`config.mk`:
```
export PLATFORM = sky130hd
export DESIGN_NAME = imem_arbiter
export DESIGN_NICKNAME = d
export VERILOG_FILES = /design/src/rtl/imem_arbiter.sv
export SDC_FILE = /design/constraint.sdc
export NUM_CORES = 1
export LEC_CHECK = 0
export ABC_AREA = 0
export BUFFER_PORTS_ARGS = -buffer_cell sky130_fd_sc_hd__buf_2
export CORE_AREA = 2 2 84 86
export CTS_CLUSTER_DIAMETER = 200
export DETAILED_ROUTE_END_ITERATION = 8
export DIE_AREA = 0 0 86 88
export PLACE_DENSITY = 0.73
export REMOVE_ABC_BUFFERS = 1
export SYNTH_ARGS = -nofsm -noshare
export SYNTH_HDL_FRONTEND = slang
export SYNTH_SLANG_ARGS = --single-unit
export TNS_END_PERCENT = 10
```
`constraint.sdc`:
```
create_clock -name clk -period 2.3 [get_ports clk]
set_input_delay 0.345 -clock clk [delete_from_list [all_inputs] [get_ports clk]]
set_output_delay 0.345 -clock clk [all_outputs]
set_load 0.03 [all_outputs]
```
`src/rtl/imem_arbiter.sv`:
```
// Boot sequencer and single-port instruction-memory arbiter (fetch vs host loader); build with IMEM_ARB_FAIRNESS_EN for the starvation-forced loader slot.
// Latency: grants and mem_* are combinational in the request cycle; read data and its valid arrive one cycle after the grant.
// Backpressure: if_stall holds the fetch PC when fetch is not granted; the loader keeps ld_req up until it sees ld_gnt.
module imem_arbiter #(
  parameter int ADDR_W     = 14,
  parameter int DATA_W     = 32,
  parameter int STARVE_MAX = 8
) (
  input  logic              clk,
  input  logic              rst,
  input  logic              if_req,
  input  logic [ADDR_W-1:0] if_addr,
  output logic              if_stall,
  output logic              if_valid,
  output logic [DATA_W-1:0] if_instr,
  input  logic              ld_req,
  input  logic              ld_we,
  input  logic [ADDR_W-1:0] ld_addr,
  input  logic [DATA_W-1:0] ld_wdata,
  output logic              ld_gnt,
  output logic              ld_rvalid,
  output logic [DATA_W-1:0] ld_rdata,
  input  logic              ld_done,
  output logic              cpu_run,
  output logic              mem_en,
  output logic              mem_we,
  output logic [ADDR_W-1:0] mem_addr,
  output logic [DATA_W-1:0] mem_wdata,
  input  logic [DATA_W-1:0] mem_rdata
);

  localparam logic [0:0] ST_BOOT = 1'b0;
  localparam logic [0:0] ST_RUN  = 1'b1;

  if (STARVE_MAX < 1 || STARVE_MAX > 255) begin : g_bad_starve_max
    $error("imem_arbiter: STARVE_MAX must be in 1..255");
  end

  logic [0:0]        state_q, state_d;
  logic              if_rd_q, if_rd_d;
  logic              ld_rd_q, ld_rd_d;
  logic [DATA_W-1:0] hold_q, hold_d;
  logic              if_gnt;
  logic              force_ld;

`ifdef IMEM_ARB_FAIRNESS_EN
  localparam logic [7:0] STARVE_LIM = 8'(STARVE_MAX);

  logic [7:0] starve_q, starve_d;

  // A loader that has been denied STARVE_LIM times in RUN takes the next slot.
  assign force_ld = (state_q == ST_RUN) && ld_req && (starve_q == STARVE_LIM);

  always_comb begin
    starve_d = starve_q;
    if (ld_gnt) begin
      starve_d = '0;
    end else if ((state_q == ST_RUN) && ld_req && (starve_q != STARVE_LIM)) begin
      starve_d = starve_q + 8'd1;
    end
  end

  always_ff @(posedge clk or negedge rst) begin
    if (!rst) begin
      starve_q <= '0;
    end else begin
      starve_q <= starve_d;
    end
  end
`else
  assign force_ld = 1'b0;
`endif

  always_comb begin
    if_gnt   = 1'b0;
    ld_gnt   = 1'b0;
    if_stall = 1'b0;
    if (state_q == ST_BOOT) begin
      ld_gnt   = ld_req;
      if_stall = if_req;
    end else begin
      ld_gnt   = ld_req & (~if_req | force_ld);
      if_gnt   = if_req & ~force_ld;
      if_stall = if_req & force_ld;
    end
  end

  always_comb begin
    state_d = state_q;
    if ((state_q == ST_BOOT) && ld_done) begin
      state_d = ST_RUN;
    end
  end

  assign cpu_run = (state_q == ST_RUN);

  assign mem_en    = if_gnt | ld_gnt;
  assign mem_we    = ld_gnt & ld_we;
  assign mem_addr  = ld_gnt ? ld_addr : (if_gnt ? if_addr : '0);
  assign mem_wdata = ld_gnt ? ld_wdata : '0;

  // At most one of these is set: grants are mutually exclusive and loader writes return nothing.
  assign if_rd_d = if_gnt;
  assign ld_rd_d = ld_gnt & ~ld_we;
  assign hold_d  = if_rd_q ? mem_rdata : hold_q;

  always_ff @(posedge clk or negedge rst) begin
    if (!rst) begin
      state_q <= ST_BOOT;
      if_rd_q <= 1'b0;
      ld_rd_q <= 1'b0;
      hold_q  <= '0;
    end else begin
      state_q <= state_d;
      if_rd_q <= if_rd_d;
      ld_rd_q <= ld_rd_d;
      hold_q  <= hold_d;
    end
  end

  assign if_valid  = if_rd_q;
  assign if_instr  = if_rd_q ? mem_rdata : hold_q;
  assign ld_rvalid = ld_rd_q;
  assign ld_rdata  = mem_rdata;

endmodule
```
==> run metrics <==
CP cell instances=and2_1 > buf_4 > o21ai_2 > buf_2; Yosys warnings=0; crit-path leading delay family=flip-flops; ant diodes=0; Routed WL=between 5 and 6 mm; syn_area_per_cell=10.7 µm²; final global-route overflow total=0; layout net count=472; Final setup viols=0; CTS tree=built; worst setup margin=0.237 ns; CP Max Fanout=10; global-route wire length before repair=8.36 mm; H-tree Lvls=2; status=complete, no violations; post-route setup TNS=0 ns; Max IR drop VDD=0.173 mV; Bufs and invs on worst path=2; clk buf depth=2; Crit-path slowest cell=dfrtp_1; Final Util=45.5%; max-cap check violation count=0; WL per Instance=13.1 µm; Tmin final=~2.1 ns; final hold viol count=0; Post-CTS Setup Inserts=0; Synth top area share=42.2%; CTS buffer count=5; Setup Crit Path Kind=reg2out; Worst Path Arrival=1.72 ns; Net Sw Power=673 µW; CP endpoint kind=primary output; Layout area overhead=45.9%; Vias per Instance=4.41; DP Worst Slack=0.472 ns; worst hold path class=in2async; hold slack=0.137 ns; FF+latch count, synth=35; Worst-Margin Slew=slightly below 0.8 ns; Worst-path clk slew=~0.07 ns; relative slew slack=48.3%; CP startpoint kind=register; Clk pwr share=24.1%; Logic pwr share=37.3%; root buf cell=clkbuf_8; drt first pass iters=5; Syn Inst Count=194; clock sink count=35; Final Power=roughly 1800 µW; critical path required time=1.96 ns; Yosys top cell by area=dfrtp_1; largest net degree at the start of global routing=36; Power Density=around 600 mW/mm²; Leak Pwr=0.00170 µW; top post-synthesis cells by area=dfrtp_1, mux2_1, buf_4; Seq pwr share=roughly two fifths; Final Cycle Share=89.7%; total number of vias=2007; synthesized area=0.00207 mm²; Initial Util=31.2%; number of remaining DRC errors=0; PostCTS Resize Cnt=0; IO Port Bufs=214; final setup skew=around 0.0045 ns; Yosys cell types=16; IO Count=between 200 and 250; layout cell share with drive strength beyond 1=63.7%; Tot GR Track Use=14.3%; Core Area=~0.0066 mm²; GPL Wtd Cong=0.869; vias in the first global route=1728; Post-CTS Hold Buffers=0; Initial DRC Count=28; Max Slew Vio Count=0; RSZ-0062 raised after global routing=false; dpl hpwl=5.01 mm; internal power=1110 µW; Highest Clock Rate=485 MHz; Clk Latency, worst-skew pair=0.28 ns; sequential fraction of the synthesis area=42.2%; ANT nets after route=0; Site Rows=30; die area=~0.0076 mm²; Die Y-Extent=between 80 and 90 µm; critical path's largest stage delay=0.55 ns; antenna violations before repair=0; Die Span X=86 µm; Sw Share=37.8%
## flip-flops by register name, indices dropped and copies added, names as in the netlist
signal     cells
hold_q        32
cpu_run        1
if_valid       1
ld_rvalid      1
## logic make-up after synthesis
kind of cell,Yosys count,share of synthesized area [%]
buf+inv,46,17.1
mux,32,17.4
compound gates,15,5.91
flops,35,42.2
simple gates,66,17.4
## per-layer routing
layer / global-route usage, % / up-vias / wire [µm] / part of all wire, %
li1: - / 969 / - / -
met1: 16.2 / 884 / 2180 / 37
met2: 26.1 / 145 / 3100 / 52
met3: 3.86 / 9 / 586 / 9.8
met4: 4.47 / 0 / 87 / 1.5
met5: 0 / - / 0 / 0
## power by group through the flow
stage | combinational (µW) | sequential [µW] | clock (µW)
2_1_floorplan | 333 | 705 | 0
3_3_place_gp | 663 | 696 | 0
3_5_place_dp | 670 | 699 | 0
4_1_cts | 671 | 687 | 455
5_1_grt | 704 | 692 | 487
6_report | 664 | 686 | 428
## cell usage in the layout, fill, tap and decap left out, types with 2 or more instances in the layout
| cell | instances |
|---|---|
| nor2b_1 | 2 |
| o21ai_1 | 5 |
| mux2_2 | 2 |
| clkbuf_8 | 5 |
| buf_4 | 4 |
| o21ai_2 | 9 |
| and2_1 | 34 |
| nand2_1 | 14 |
| buf_2 | 214 |
| mux2_1 | 30 |
| dfrtp_1 | 35 |
| nand3_1 | 14 |
## path summary, 6_finish.rpt
check	startpoint	endpoint	slack [ns]	cells past startpoint
max	cpu_run$_DFFE_PN0P_	mem_addr[5]	0.24	4
min	rst	hold_q[24]$_DFF_PN0_	0.14	1
max reg2reg	cpu_run$_DFFE_PN0P_	ld_rvalid$_DFF_PN0_	1.09	3
min reg2reg	hold_q[5]$_DFF_PN0_	hold_q[5]$_DFF_PN0_	0.48	1
max in group asynchronous	rst	if_valid$_DFF_PN0_	1.67	1
min in group clk	ld_we	ld_rvalid$_DFF_PN0_	0.23	2
## layout make-up
type                       count  area, µm²
clock buffer                   6       72.6
multi-input combinational    113        843
sequential                    35        876
timing repair buffer         219       1120
clock inverter                 2       12.5
tap                           80        100
fill                         659       3620
## through the flow
| stage | instance area [µm²] | std cells |
|---|---|---|
| after CTS | 3030 | 455 |
| after detailed placement | 2940 | 447 |
| after floorplan | 1720 | 148 |
| final | 3030 | 455 |
| after global routing | 3030 | 455 |
| after global placement | 2940 | 447 |
## synthesized netlist by cell type
master,number
buf_4,35
dfrtp_1,35
and2_1,34
mux2_1,30
nand2_1,14
nand3_1,14
o21ai_2,9
buf_6,6
o21ai_1,5
buf_2,4
mux2_2,2
nor2b_1,2
a21boi_4,1
clkbuf_1,1
or2_1,1
or2_2,1
No activity file was read; power rests on OpenSTA's default activity.
